File: src/rtl/mult_pkg.sv
// Shared state encoding and default operand width for the multiplier arbiter.
// Pure declarations, no logic; no latency or flow-control implications.
package mult_pkg;

  localparam int W_DEF = 3;

  typedef enum logic [2:0] {
    IDLE    = 3'd0,
    LAUNCH  = 3'd1,
    ARM     = 3'd2,
    WAIT    = 3'd3,
    DELIVER = 3'd4
  } state_e;

endpackage

File: src/rtl/mult_arbiter_rr.sv
// Two-port round-robin grant: the grant is combinational and the last pointer is registered.
// The pointer moves only when en is high; requests are levels, so no backpressure is involved.
module rr_arbiter2 (
  input  logic clk,
  input  logic reset,
  input  logic req0_i,
  input  logic req1_i,
  input  logic en_i,
  output logic gnt_vld_o,
  output logic gnt_id_o
);

  logic last_q, last_d;

  always_comb begin
    gnt_vld_o = req0_i | req1_i;
    // A tie goes to the port that was not served most recently.
    if (req0_i && req1_i) gnt_id_o = ~last_q;
    else                  gnt_id_o = req1_i;
    last_d = (en_i && gnt_vld_o) ? gnt_id_o : last_q;
  end

  always_ff @(posedge clk) begin
    if (reset) last_q <= 1'b1;
    else       last_q <= last_d;
  end

endmodule

File: src/rtl/mult_arbiter.sv
// Lets two requesters share one sequential signed multiplier. Grant to done takes 3 cycles plus the multiplier latency.
// Requests are held levels: a loser waits in IDLE, and a multiplier that never finishes is aborted by the watchdog.
module mult_arbiter
  import mult_pkg::*;
#(
  parameter int W       = W_DEF,
  parameter int TIMEOUT = 31,
  parameter int TW      = 5
) (
  input  logic           clk,
  input  logic           reset,
  input  logic           req0,
  input  logic [W-1:0]   a0,
  input  logic [W-1:0]   b0,
  input  logic           req1,
  input  logic [W-1:0]   a1,
  input  logic [W-1:0]   b1,
  output logic           done0,
  output logic [2*W-1:0] res0,
  output logic           err0,
  output logic           done1,
  output logic [2*W-1:0] res1,
  output logic           err1,
  output logic [W-1:0]   m_multiplicando,
  output logic [W-1:0]   m_multiplicador,
  output logic           m_start,
  input  logic [2*W-1:0] m_resultado,
  input  logic           m_fin,
  output logic           busy
);

  state_e           state_q, state_d;
  logic             owner_q, owner_d;
  logic             err_q, err_d;
  logic [TW-1:0]    wd_q, wd_d;
  logic [W-1:0]     mcand_q, mcand_d;
  logic [W-1:0]     mplier_q, mplier_d;
  logic [2*W-1:0]   res0_q, res0_d;
  logic [2*W-1:0]   res1_q, res1_d;
  logic             gnt_vld, gnt_id, arb_en;

  assign arb_en = (state_q == IDLE);

  rr_arbiter2 u_rr (
    .clk       (clk),
    .reset     (reset),
    .req0_i    (req0),
    .req1_i    (req1),
    .en_i      (arb_en),
    .gnt_vld_o (gnt_vld),
    .gnt_id_o  (gnt_id)
  );

  always_comb begin
    state_d  = state_q;
    owner_d  = owner_q;
    err_d    = err_q;
    wd_d     = wd_q;
    mcand_d  = mcand_q;
    mplier_d = mplier_q;
    res0_d   = res0_q;
    res1_d   = res1_q;
    case (state_q)
      IDLE: begin
        if (gnt_vld) begin
          mcand_d  = gnt_id ? a1 : a0;
          mplier_d = gnt_id ? b1 : b0;
          owner_d  = gnt_id;
          err_d    = 1'b0;
          state_d  = LAUNCH;
        end
      end
      LAUNCH: begin
        wd_d    = '0;
        state_d = ARM;
      end
      ARM, WAIT: begin
        // A result that lands on the last allowed cycle still wins over the timeout.
        if (state_q == WAIT && m_fin) begin
          if (owner_q) res1_d = m_resultado;
          else         res0_d = m_resultado;
          state_d = DELIVER;
        end else if (wd_q == TW'(TIMEOUT - 1)) begin
          if (owner_q) res1_d = '0;
          else         res0_d = '0;
          err_d   = 1'b1;
          state_d = DELIVER;
        end else begin
          wd_d = wd_q + TW'(1);
          if (state_q == ARM && !m_fin) state_d = WAIT;
        end
      end
      DELIVER: state_d = IDLE;
      default: state_d = IDLE;
    endcase
  end

  always_ff @(posedge clk) begin
    if (reset) begin
      state_q  <= IDLE;
      owner_q  <= 1'b0;
      err_q    <= 1'b0;
      wd_q     <= '0;
      mcand_q  <= '0;
      mplier_q <= '0;
      res0_q   <= '0;
      res1_q   <= '0;
    end else begin
      state_q  <= state_d;
      owner_q  <= owner_d;
      err_q    <= err_d;
      wd_q     <= wd_d;
      mcand_q  <= mcand_d;
      mplier_q <= mplier_d;
      res0_q   <= res0_d;
      res1_q   <= res1_d;
    end
  end

  assign m_multiplicando = mcand_q;
  assign m_multiplicador = mplier_q;
  assign m_start         = (state_q == LAUNCH);
  assign busy            = (state_q != IDLE);
  assign done0           = (state_q == DELIVER) && !owner_q;
  assign done1           = (state_q == DELIVER) &&  owner_q;
  assign err0            = done0 && err_q;
  assign err1            = done1 && err_q;
  assign res0            = res0_q;
  assign res1            = res1_q;

endmodule

File: config.mk
export PLATFORM = sky130hd
export DESIGN_NAME = mult_arbiter
export DESIGN_NICKNAME = d
export VERILOG_FILES = /design/src/rtl/mult_pkg.sv /design/src/rtl/mult_arbiter_rr.sv /design/src/rtl/mult_arbiter.sv
export SDC_FILE = /design/constraint.sdc
export NUM_CORES = 1
export LEC_CHECK = 0
export ABC_AREA = 1
export CORE_ASPECT_RATIO = 1.25
export CORE_MARGIN = 2
export CORE_UTILIZATION = 43
export CTS_BUF_LIST = sky130_fd_sc_hd__clkbuf_8
export CTS_CLUSTER_DIAMETER = 100
export CTS_CLUSTER_SIZE = 20
export DETAILED_ROUTE_END_ITERATION = 16
export GPL_TIMING_DRIVEN = 0
export PLACE_DENSITY = 0.78
export SLEW_MARGIN = 25
export SYNTH_ARGS = -nofsm -noshare
export SYNTH_HDL_FRONTEND = slang
export SYNTH_HIERARCHICAL = 1
export SYNTH_SLANG_ARGS = --single-unit
File: constraint.sdc
create_clock -name clk -period 1.3 [get_ports clk]
set_input_delay 0.195 -clock clk [delete_from_list [all_inputs] [get_ports clk]]
set_output_delay 0.195 -clock clk [all_outputs]
set_load 0.02 [all_outputs]
Word-level counts from Yosys, hierarchy flattened
Cells that the tools add are included.
- output and inout bits: 24
- logic and storage cells: 71
- register bits after elaboration: 29
- reductions and logical operators: 22
- bitwise operators: 2
- eq/ne operators: 14
- add/subtract/negate cells: 1
- muxes and demuxes: 23
- operators by type and width (operator ; count):
    6-bit 2-to-1 mux ; 8
    3-bit 2-to-1 mux ; 6
    2-bit inequality test, second input constant ; 8
    4-bit AND reduction ; 3
    5-bit 2-to-1 mux ; 2
    5-bit one-hot mux with 2 select lines ; 1
    3-bit one-hot mux with 3 select lines ; 1
    1-bit logical AND ; 8
    3-bit by 2-bit equality test with 1-bit output, second input constant ; 2
    2-bit nonzero test ; 3
    5-bit by 1-bit adder with 5-bit output, second input constant ; 1
    5-bit equality test, second input constant ; 1
    1-bit 2-to-1 mux ; 4
    4-bit inequality test, second input constant ; 1
    2-bit AND reduction ; 2
    3-bit by 1-bit equality test with 1-bit output, second input constant ; 1
    3-bit equality test, second input constant ; 1
    3-bit logical NOT ; 1
    3-bit AND reduction ; 1
    3-bit nonzero test ; 1
    1-bit logical NOT ; 2
    1-bit one-hot mux with 2 select lines ; 1
    2-bit OR reduction ; 1
    1-bit inverter ; 1
    1-bit bitwise OR ; 1

Logic depth before layout (Yosys ltp)
- word-level depth: 6
- mapped depth: 10

Modules after synthesis
Netlist, hierarchy kept.
- modules (own cells, without submodules) (module ; cells each ; area each (µm²) ; seq. area each (µm²) ; times used):
    mult_arbiter ; 179 ; 1411.4 ; 560.5 ; 1
    rr_arbiter2 ; 9 ; 60.1 ; 20.0 ; 1

Least setup slack after synthesis
OpenSTA, ideal clock, no wires.
- kind: register to register
- start: register wd_q[0]
- end: register res0_q[0], in the netlist res0[0]
- stages on the path, launching flop included: 11
- data arrival time: 1210 ps
- slack: -49 ps
- cells stage by stage: dfxtp_1 > inv_1 > ha_1 > nand2_1 > inv_1 > nand2_1 > nand2_4 > nand3_4 > clkinv_4 > nand2_1 > a21oi_2
- longest elaborated chain between the ends: 3
- elaborated cells between the ends (all ways): 4
- those cells by class: eq/ne: 2; reduce/logical: 2
- ends and longest elaborated chain (element ; RTL line ; source):
    start, declared ; mult_arbiter.sv:35 ; logic [TW-1:0] wd_q, wd_d;
    start signal, assigned ; mult_arbiter.sv:112 ; wd_q <= wd_d;
    5-bit equality test * ; mult_arbiter.sv:83 ; end else if (wd_q == TW'(TIMEOUT - 1)) begin
    2-bit inequality test (no line) or 2-bit nonzero test (tied branches) ; - ;
    4-bit AND reduction (no line) * ; - ;
    end signal, assigned ; mult_arbiter.sv:115 ; res0_q <= res0_d;
    end, declared ; mult_arbiter.sv:38 ; logic [2*W-1:0] res0_q, res0_d;
Mark *: on every way between the ends. The rest lies on a longest branch, timed or not.
A chain may end at the register's enable or synchronous reset.

Worst setup path in the final report
- start: register state_q[0]
- end: output err1
- longest elaborated chain between the ends: 3
- ends and longest elaborated chain (element ; RTL line ; source):
    start, declared ; mult_arbiter.sv:32 ; state_e state_q, state_d;
    start signal, assigned ; mult_arbiter.sv:109 ; state_q <= state_d;
    3-bit equality test ; mult_arbiter.sv:125 ; assign done1 = (state_q == DELIVER) && owner_q;
    1-bit logical AND ; mult_arbiter.sv:125 ;
    1-bit logical AND ; mult_arbiter.sv:127 ; assign err1 = done1 && err_q;
    end, declared ; mult_arbiter.sv:23 ; output logic err1,
No other way between the ends.

==> qor.yml <==
status: "finished with violations"
violations: "negative setup slack"
io_buffers: 46
path_clk_slew_ns: 0.06
via_count: 1469
die_area_sq_um: 3910
place.gp.congestion: 0.853
clock_sinks: 29
start_kind: "register"
wl_met2_um: 2220
cellLeakagePower_nw: 1.12
ir_worst_vdd_mv: 1.76
clock_path_buffers: 2
wl_um: 4120
fin_crit_sh: 1.06
grt.total_usage: 0.195
tightest_slew_ns: 0.472
start_util: 0.452
antenna_left: 0
multiInputGateArea_sq_um: 965
grt_max_degree: 11
cellPowerDensity_nw_per_um2: 1670
critPathArrivalTime_ns: 1.19
synth_area_sq_um: 1470
die_w_um: 56.3
drive_gt1_frac: 0.430
cp.required_ns: 1.11
total_power_mw: 4.06
cts_tree: "built"
rsz0062_at_grt: "true"
postPlaceCellArea_sq_um: 1980
die_y_um: 69.4
finalHoldViolations: 0
antenna_cells: 0
cp-end-kind: "output port"
h-tree-depth: 2
drt_iter0_drc: 59
yosys_warnings: 6
syn_nets: 213
wl_met1_um: 1570
grt_pass1_vias: 1391
fillers: 245
synthCells: 188
grt_pass1_wl_um: 6040
numCtsBuffers: 5
fin_skew_ns: 0.00423
crit_type: "register to output port"
topRoutingLayerUsed: "met4"
placed_cells: 271
grt.overflow.total: 0
cts_root_buf: "clkbuf_8"
register_area_sq_um: 599
wl_met3_um: 206
drv_slew: 0
firstDrtPassIters: 4
period_minus_slack_ns: 1.38
utilization: 0.747
io_pins: 47
max_cap_violations: 0
vias_per_cell: 5.01
setup_viol: 14
syn_to_final_growth_pct: 65.1
drc: 0
nets: 281
cp_max_fo: 6
core-area_sq_um: 3250
drt-wirelength-per-cell_um: 14.1
row_count: 23
ys_types: 28
layout.cells.non_filler: 293
antenna_found_initial: 0
hold_class: "input pin to register"
avgSynthCellArea_sq_um: 7.83
clock_latency_ns: 0.28
slew_headroom: 0.685
synth_seq_cells: 29
hpwl_um: 2440
fmax_mhz: 723
worst_slack_ns: -0.0826
final_area_sq_um: 2430
synth-seq-area-share: 0.395
fin_hold_ws_ns: 0.369
==> Yosys cell counts <==
master / instances / area (sq um)
nand2_1: 36 / 135
dfxtp_1: 29 / 581
nor2_1: 24 / 90.1
inv_1: 18 / 67.6
a21oi_2: 11 / 96.3
a21oi_1: 10 / 50.1
o21ai_1: 10 / 50.1
nand3_1: 9 / 45.0
mux2i_1: 6 / 60.1
inv_2: 4 / 15.0
nand2_4: 3 / 33.8
nand3_4: 3 / 52.6
nor3_1: 3 / 15.0
o21ai_0: 3 / 15.0
buf_1: 2 / 7.51
clkbuf_1: 2 / 7.51
clkinv_4: 2 / 17.5
ha_1: 2 / 25.0
xor2_1: 2 / 17.5
a21boi_0: 1 / 7.51
a31oi_1: 1 / 6.26
buf_6: 1 / 11.3
nand4_4: 1 / 21.3
nor2_4: 1 / 11.3
nor3_2: 1 / 10.0
o211ai_1: 1 / 7.51
or2_1: 1 / 6.26
xnor2_1: 1 / 8.76
==> worst paths after layout <==
| kind | endpoint | startpoint | depth (start not counted) | slack [ns] |
|---|---|---|---|---|
| max reg2reg | wd_q[3] | state_q[2] | 9 | -0.04 |
| max | err1 | state_q[0] | 4 | -0.08 |
| min | res1[0] | reset | 2 | 0.37 |
| min reg2reg | res1[3] | res1[3] | 2 | 0.47 |
==> cell families after synthesis <==
kind of cell | after synthesis | synth area share
mux | 6 | 0.0408
compound gates | 37 | 0.158
flops | 29 | 0.395
xor+xnor | 3 | 0.0179
buf+inv | 29 | 0.0859
fa+ha+maj | 2 | 0.0170
simple gates | 82 | 0.286
==> cell usage in the layout, fill, tap and decap left out, types with 3 or more instances in the layout <==
master,n
inv_2,6
nand2_1,23
buf_6,6
dfxtp_2,3
nor2_1,13
nand2_4,8
inv_4,4
nor3_4,3
nand3_4,4
dlygate4sd2_1,18
nand3_2,4
a21oi_1,5
nor2_2,8
nand3_1,4
dfxtp_4,4
clkbuf_8,6
o21ai_0,3
a21oi_2,16
nor2_4,4
nand2_2,8
inv_1,13
mux2i_1,5
dfxtp_1,22
o21ai_1,9
buf_4,16
clkdlybuf4s50_1,21
==> registers in the layout (all words and copies together) (netlist names) <==
register	flops
res0	6
res1	6
wd_q	5
m_multiplicador	3
m_multiplicando	3
state_q	3
err_q	1
owner_q	1
u_rr/last_q	1
==> per-layer routing <==
metal / track usage / vias up
li1: - / 743
met1: 0.211 / 660
met2: 0.342 / 51
met3: 0.0653 / 15
met4: 0.0794 / 0
met5: 0 / -
==> critical path: stages (launching register included) <==
cell	delay (ns)
dfxtp_4	0.38
inv_4	0.08
nand3_4	0.12
nor3_4	0.18
buf_6	0.15
==> layout make-up <==
class                      instances  share of cell area
clock buffer                       6              0.0340
sequential                        29               0.247
timing repair buffer              62               0.243
inverter                          24              0.0463
tap                               37              0.0191
multi-input combinational        130               0.397
clock inverter                     1             0.00154
buffer                             4              0.0129
==> repair_timing <==
action,CTS,global route
hold buffers,0,0
buffers inserted,8,8
endpoints found under the hold margin,0,0
resized for setup,83,52
pin swaps,9,12
endpoints found under the setup margin,51,32
==> where the power goes <==
| part | switching (mW) | internal, mW | leakage (nW) |
|---|---|---|---|
| clock | 0.313 | 0.410 | 0.0485 |
| combinational | 1.11 | 0.878 | 0.834 |
| sequential | 0.237 | 1.11 | 0.241 |
| total | 1.66 | 2.40 | 1.12 |
==> per-stage QoR <==
step / TNS, ns / setup slack, ns
after floorplan: 0 / 0.0290
after global placement: -12.20 / -0.495
after detailed placement: -12.81 / -0.521
after CTS: -0.0863 / -0.0417
after global routing: -1.70 / -0.112
final: -0.367 / -0.0826
Note: power is estimated with default switching activity, not from simulation.
